$ cat config.mk
export PLATFORM = sky130hd
export DESIGN_NAME = cpu_control_fsm
export DESIGN_NICKNAME = d
export VERILOG_FILES = /design/src/rtl/cpu_control_fsm.sv
export SDC_FILE = /design/constraint.sdc
export NUM_CORES = 1
export LEC_CHECK = 0
export ABC_AREA = 0
export CAP_MARGIN = 10
export CORE_ASPECT_RATIO = 1.75
export CORE_MARGIN = 4
export CORE_UTILIZATION = 25
export CTS_CLUSTER_SIZE = 28
export DETAILED_ROUTE_END_ITERATION = 6
export PLACE_DENSITY = 0.44
export SYNTH_ARGS = -nofsm -noshare
export SYNTH_HDL_FRONTEND = slang
export SYNTH_SLANG_ARGS = --single-unit
$ cat constraint.sdc
create_clock -name clk -period 1.93 [get_ports clk]
set_input_delay 0.2895 -clock clk [delete_from_list [all_inputs] [get_ports clk]]
set_output_delay 0.2895 -clock clk [all_outputs]
set_load 0.02 [all_outputs]
$ cat src/rtl/cpu_control_fsm.sv
// Multi-cycle main control unit: sequences each instruction through FETCH/DECODE/EXEC/MEM/WB
// and drives the datapath enables, ALUOp and the memory request/handshake.
module cpu_control_fsm #(
    parameter int WAIT_MAX = 15,
    parameter int CNT_W    = 4
) (
    input  logic       clk,
    input  logic       rst,
    input  logic [5:0] opcode,
    input  logic       mem_ready,
    output logic [1:0] ALUOp,
    output logic       alu_src_a,
    output logic [1:0] alu_src_b,
    output logic       pc_write,
    output logic       pc_write_cond,
    output logic [1:0] pc_source,
    output logic       iord,
    output logic       mem_read,
    output logic       mem_write,
    output logic       ir_write,
    output logic       reg_write,
    output logic       mem_to_reg,
    output logic       illegal_op,
    output logic       bus_err,
    output logic [2:0] state_dbg
);

    typedef enum logic [2:0] {
        FETCH  = 3'd0,
        DECODE = 3'd1,
        EXEC   = 3'd2,
        MEM    = 3'd3,
        WB     = 3'd4
    } state_t;

    typedef enum logic [2:0] {
        C_NOOP, C_JUMP, C_BRANCH, C_RTYPE, C_IMM, C_LOAD, C_STORE, C_ILLEGAL
    } op_class_t;

    localparam logic [CNT_W-1:0] WAIT_LIM = CNT_W'(WAIT_MAX);

    state_t           state_reg, state_next;
    logic [5:0]       op_reg, op_next;
    logic [CNT_W-1:0] wait_cnt_reg, wait_cnt_next;
    logic             timeout;
    op_class_t        dec_class, exe_class;

    // LI/LUI share the immediate datapath; LWI/SWI share the load/store path.
    function automatic op_class_t op_class(input logic [5:0] op);
        casez (op)
            6'b000000:             op_class = C_NOOP;
            6'b000001:             op_class = C_JUMP;
            6'b01????:             op_class = C_RTYPE;
            6'b1000??:             op_class = C_BRANCH;
            6'b11001?, 6'b1101??:  op_class = C_IMM;
            6'b111001, 6'b111010:  op_class = C_IMM;
            6'b111011, 6'b111101:  op_class = C_LOAD;
            6'b111100, 6'b111110:  op_class = C_STORE;
            default:               op_class = C_ILLEGAL;
        endcase
    endfunction

    always_ff @(posedge clk or posedge rst) begin
        if (rst) begin
            state_reg    <= FETCH;
            op_reg       <= '0;
            wait_cnt_reg <= '0;
        end else begin
            state_reg    <= state_next;
            op_reg       <= op_next;
            wait_cnt_reg <= wait_cnt_next;
        end
    end

    assign timeout   = (wait_cnt_reg == WAIT_LIM) && !mem_ready;
    assign dec_class = op_class(opcode);
    assign exe_class = op_class(op_reg);
    assign state_dbg = state_reg;

    always_comb begin
        state_next    = state_reg;
        op_next       = op_reg;
        wait_cnt_next = wait_cnt_reg;
        ALUOp         = 2'd0;
        alu_src_a     = 1'b0;
        alu_src_b     = 2'd0;
        pc_write      = 1'b0;
        pc_write_cond = 1'b0;
        pc_source     = 2'd0;
        iord          = 1'b0;
        mem_read      = 1'b0;
        mem_write     = 1'b0;
        ir_write      = 1'b0;
        reg_write     = 1'b0;
        mem_to_reg    = 1'b0;
        illegal_op    = 1'b0;
        bus_err       = 1'b0;

        // Outputs must read as zero for the whole time reset is held, not just after the edge.
        if (!rst) begin
            case (state_reg)
                FETCH: begin
                    alu_src_b = 2'd1;
                    if (timeout) begin
                        bus_err       = 1'b1;
                        wait_cnt_next = '0;
                    end else begin
                        mem_read = 1'b1;
                        if (mem_ready) begin
                            ir_write      = 1'b1;
                            pc_write      = 1'b1;
                            state_next    = DECODE;
                            wait_cnt_next = '0;
                        end else begin
                            wait_cnt_next = wait_cnt_reg + CNT_W'(1);
                        end
                    end
                end
                DECODE: begin
                    op_next       = opcode;
                    alu_src_b     = 2'd3;
                    wait_cnt_next = '0;
                    case (dec_class)
                        C_NOOP:    state_next = FETCH;
                        C_ILLEGAL: begin
                            illegal_op = 1'b1;
                            state_next = FETCH;
                        end
                        default:   state_next = EXEC;
                    endcase
                end
                EXEC: begin
                    wait_cnt_next = '0;
                    case (exe_class)
                        C_JUMP: begin
                            pc_write   = 1'b1;
                            pc_source  = 2'd2;
                            state_next = FETCH;
                        end
                        C_BRANCH: begin
                            ALUOp         = 2'd2;
                            alu_src_a     = 1'b1;
                            pc_write_cond = 1'b1;
                            pc_source     = 2'd1;
                            state_next    = FETCH;
                        end
                        C_RTYPE: begin
                            ALUOp      = 2'd2;
                            alu_src_a  = 1'b1;
                            state_next = WB;
                        end
                        C_IMM: begin
                            ALUOp      = 2'd2;
                            alu_src_a  = 1'b1;
                            alu_src_b  = 2'd2;
                            state_next = WB;
                        end
                        C_LOAD, C_STORE: begin
                            alu_src_a  = 1'b1;
                            alu_src_b  = 2'd2;
                            state_next = MEM;
                        end
                        default: state_next = FETCH;
                    endcase
                end
                MEM: begin
                    iord = 1'b1;
                    if (timeout) begin
                        bus_err       = 1'b1;
                        state_next    = FETCH;
                        wait_cnt_next = '0;
                    end else begin
                        mem_read  = (exe_class == C_LOAD);
                        mem_write = (exe_class == C_STORE);
                        if (mem_ready) begin
                            state_next    = (exe_class == C_LOAD) ? WB : FETCH;
                            wait_cnt_next = '0;
                        end else begin
                            wait_cnt_next = wait_cnt_reg + CNT_W'(1);
                        end
                    end
                end
                WB: begin
                    reg_write     = 1'b1;
                    mem_to_reg    = (exe_class == C_LOAD);
                    state_next    = FETCH;
                    wait_cnt_next = '0;
                end
                default: begin
                    state_next    = FETCH;
                    wait_cnt_next = '0;
                end
            endcase
        end
    end

endmodule

==> flow_summary.html <==
<table>
<tr><th>Metric</th><th>Value</th></tr>
<tr><th colspan="2">Drt</th></tr>
<tr><td>Routed WL</td><td>3290 um</td></tr>
<tr><td>Initial DRC Count</td><td>12</td></tr>
<tr><td>Length of the first detailed-routing pass in iterations</td><td>4</td></tr>
<tr><td>Final routed wire length divided by cell count</td><td>14.1 um</td></tr>
<tr><td>Detailed-route via count</td><td>1,145</td></tr>
<tr><td>Antenna-violating nets left</td><td>0</td></tr>
<tr><td>DR vias/cell</td><td>4.89</td></tr>
<tr><td>Number of remaining DRC errors</td><td>0</td></tr>
<tr><th colspan="2">Logic synthesis</th></tr>
<tr><td>Number of synthesis warnings</td><td>0</td></tr>
<tr><td>Syn Nets</td><td>127</td></tr>
<tr><td>Top FF cell, synth</td><td>dfrtp_1</td></tr>
<tr><td>Post-Synthesis Cell Area</td><td>0.00102 sq mm</td></tr>
<tr><td>Cell count after synthesis</td><td>117</td></tr>
<tr><td>Synth unique cells</td><td>46</td></tr>
<tr><td>Flip-flop and latch count after synthesis</td><td>13</td></tr>
<tr><td>Post-synth ARST share</td><td>100%</td></tr>
<tr><td>Cell accounting for the most synthesized area</td><td>dfrtp_1</td></tr>
<tr><td>Share of Yosys cell area claimed by the top area cell type</td><td>31.9%</td></tr>
<tr><td>Post-Synthesis Mean Instance Area</td><td>8.73 sq um</td></tr>
<tr><td>Post-synth EDFFs</td><td>0</td></tr>
<tr><td>Synth top area cells</td><td>dfrtp_1 32%, buf_4 6.6%, mux2_2 6.6%</td></tr>
<tr><td>Register area share after synthesis</td><td>31.9%</td></tr>
<tr><th colspan="2">Clock network</th></tr>
<tr><td>Later-pin clock latency in the skew report</td><td>240 ps</td></tr>
<tr><td>Clock root cell</td><td>clkbuf_8</td></tr>
<tr><td>Maximum count of clock buffers along a single path</td><td>2</td></tr>
<tr><td>Clock-pin slew on the worst setup and hold paths</td><td>60 ps</td></tr>
<tr><td>Number of buffers added by the clock tree synthesis step</td><td>3</td></tr>
<tr><td>Number of H-tree branching levels</td><td>1</td></tr>
<tr><td>TritonCTS sink count</td><td>13</td></tr>
<tr><td>CTS tree</td><td>yes</td></tr>
<tr><td>Hold buffers post-CTS</td><td>0</td></tr>
<tr><th colspan="2">Global route</th></tr>
<tr><td>Total congestion overflow after global routing</td><td>0</td></tr>
<tr><td>Initial antenna violation count</td><td>0</td></tr>
<tr><td>Vias in the first global route</td><td>1,213</td></tr>
<tr><td>First-pass GRT wire length</td><td>5520 um</td></tr>
<tr><td>All-Layer GR Usage</td><td>13.1%</td></tr>
<tr><td>Pin count of the biggest net entering global routing</td><td>15</td></tr>
<tr><th colspan="2">Pwr</th></tr>
<tr><td>Sw frac</td><td>40.7%</td></tr>
<tr><td>Power density relative to cell area</td><td>1180 mW/mm^2</td></tr>
<tr><td>Part of the power in the clock network</td><td>11.0%</td></tr>
<tr><td>Reported net switching power</td><td>875 uW</td></tr>
<tr><td>Tot Pwr</td><td>2150 uW</td></tr>
<tr><td>IR drop worst, VDD</td><td>0.798 mV</td></tr>
<tr><td>Int Power</td><td>1270 uW</td></tr>
<tr><td>Part of the power in combinational logic</td><td>66.0%</td></tr>
<tr><td>LEAKAGE</td><td>0.000808 uW</td></tr>
<tr><td>Sequential share of power</td><td>23.0%</td></tr>
<tr><th colspan="2">Min path</th></tr>
<tr><td>Min-delay worst type</td><td>primary input to async pin</td></tr>
<tr><th colspan="2">STA</th></tr>
<tr><td>Post-layout worst setup margin</td><td>-121 ps</td></tr>
<tr><td>Final setup vio count</td><td>8</td></tr>
<tr><td>Top achievable clock speed</td><td>487 MHz</td></tr>
<tr><td>Layout Skew</td><td>5.65 ps</td></tr>
<tr><td>Hold violation count in the final report</td><td>0</td></tr>
<tr><td>Unrepaired setup endpoints after global routing</td><td>true</td></tr>
<tr><td>Final min period</td><td>2050 ps</td></tr>
<tr><td>Count of final max-slew check failures</td><td>0</td></tr>
<tr><td>Share of the clock period used by the worst path</td><td>106%</td></tr>
<tr><td>Final hold slack</td><td>412 ps</td></tr>
<tr><th colspan="2">Critical path</th></tr>
<tr><td>Critical path launch point type</td><td>flip-flop</td></tr>
<tr><td>Data arrival time of the critical path</td><td>1760 ps</td></tr>
<tr><td>Critical Path End Type</td><td>output pin</td></tr>
<tr><td>Crit Path Max Fanout</td><td>2</td></tr>
<tr><td>Worst Path Required</td><td>1640 ps</td></tr>
<tr><td>Type of the worst setup path</td><td>flip-flop to output pin</td></tr>
<tr><th colspan="2">Place</th></tr>
<tr><td>Pre-CTS worst setup slack</td><td>-744 ps</td></tr>
<tr><td>Final HPWL from detailed placement</td><td>2650 um</td></tr>
<tr><td>RD Place Congestion</td><td>0.893</td></tr>
<tr><td>IO buf count</td><td>27</td></tr>
<tr><td>Placed insts</td><td>224</td></tr>
<tr><th colspan="2">Floorplanning</th></tr>
<tr><td>Area of the placeable core</td><td>0.00390 sq mm</td></tr>
<tr><td>Top-level port count</td><td>29</td></tr>
<tr><td>Standard-cell row count</td><td>30</td></tr>
<tr><td>Initial cell density of the core</td><td>26.2%</td></tr>
<tr><td>Overall die height</td><td>92.5 um</td></tr>
<tr><td>DIE AREA</td><td>0.00521 sq mm</td></tr>
<tr><td>Die span in x</td><td>56.3 um</td></tr>
<tr><th colspan="2">Final layout</th></tr>
<tr><td>Layout Nets</td><td>197</td></tr>
<tr><td>Final design utilization</td><td>46.4%</td></tr>
<tr><td>Antenna cells</td><td>0</td></tr>
<tr><td>Area growth from synthesis to final layout</td><td>77.6%</td></tr>
<tr><td>Final instance count without filler cells</td><td>234</td></tr>
<tr><td>Number of flip-flops under the largest register name</td><td>6</td></tr>
<tr><td>Layout cells sized above 1</td><td>52.7%</td></tr>
<tr><th colspan="2">Job</th></tr>
<tr><td>Max-cap violation count</td><td>0</td></tr>
<tr><th colspan="2">Status</th></tr>
<tr><td>Result of the run</td><td>finished with violations</td></tr>
<tr><td>Failing checks</td><td>setup timing</td></tr>
</table>
-- final cells by class --
type | count | area, sq um
tap | 48 | 60.1
multi-input combinational | 91 | 751
inverter | 1 | 3.75
sequential | 13 | 328
clock buffer | 4 | 45.0
timing repair buffer | 77 | 626
fill | 399 | 2090
-- power by group through the flow --
stage / registers [uW] / logic (uW) / clock network, uW
floorplan: 445 / 775 / 0
detailed placement: 483 / 1280 / 0
finish: 494 / 1420 / 236
global route: 513 / 1540 / 261
global placement: 481 / 1260 / 0
CTS: 487 / 1300 / 247
-- metal layers --
| metal | global-route usage, % | part of all wire, % |
|---|---|---|
| met1 | 13.4 | 37 |
| met4 | 4.36 | 1.3 |
| met3 | 2.09 | 2.2 |
| met5 | 0 | 0 |
| met2 | 26.0 | 59 |
-- synth_stat cells, drive strengths merged, types with 2 or more instances --
library cell / instances
dfrtp: 13
buf: 11
nand2: 11
nor2: 10
mux2: 6
nand3: 5
nand4: 5
a21oi: 4
nor4: 4
a211oi: 3
nor3b: 3
o21ai: 3
or3: 3
a21o: 2
and2: 2
nand2b: 2
nor2b: 2
nor3: 2
o31ai: 2
or2: 2
xnor2: 2
-- kinds of logic after synthesis --
family	Yosys count	synth area share, %
other	1	0.367
AOI/OAI and AO/OA	23	16.5
muxes	7	7.60
xor gates and xnor gates	3	2.57
DFF	13	31.9
buffers and inverters	13	8.94
and+or+nand+nor	56	30.9
adders and majority gates	1	1.23
-- cell usage in the layout (no fill, tap or decap), drive strengths merged, types with 3 or more instances in the layout --
cell type and instances:
buf 62, a211oi 3, or3 3, nand2 11, dlygate4sd2 4, nand4 5, nor2 10, nor4 4
clkdlybuf4s50 10, a21oi 4, clkbuf 4, nand3 5, mux2 6, nor3b 3, o21ai 3, dfrtp 13
-- critical path, stage by stage, from the launching register on --
cell	delay [ps]
dfrtp_1	370
or4b_4	550
nor4_4	170
and3_4	220
or2_4	110
buf_6	100
-- path summary, 6_finish.rpt --
kind                                        startpoint                       end  slack [ps]  depth (start not counted)
setup reg to reg           wait_cnt_reg[1]$_DFFE_PP0N_  state_dbg[0]$_DFFE_PP0P_         130                          8
min in group clk                 op_reg[5]$_DFFE_PP0P_     op_reg[5]$_DFFE_PP0P_         540                          1
max in group asynchronous                          rst  state_dbg[1]$_DFFE_PP0P_        1330                          4
hold / removal                                     rst  state_dbg[2]$_DFFE_PP0P_         410                          4
hold reg to reg                  op_reg[5]$_DFFE_PP0P_     op_reg[5]$_DFFE_PP0P_         540                          1
setup / recovery              state_dbg[2]$_DFFE_PP0P_                  pc_write        -120                          5
-- stage by stage --
stage / area [sq um] / setup TNS [ps]
4_1_cts: 1700 / -1310
5_1_grt: 1810 / -1320
2_1_floorplan: 1060 / -144
3_3_place_gp: 1630 / -7780
3_5_place_dp: 1630 / -7400
6_report: 1810 / -517
-- timing repair --
action                     in CTS  in global routing
gates resized for setup        79                 13
cloned                          0                  0
pin swaps                       5                  5
setup endpoints to repair      16                 14
setup buffers                   0                  6
Note: power is estimated with default switching activity, not from simulation.
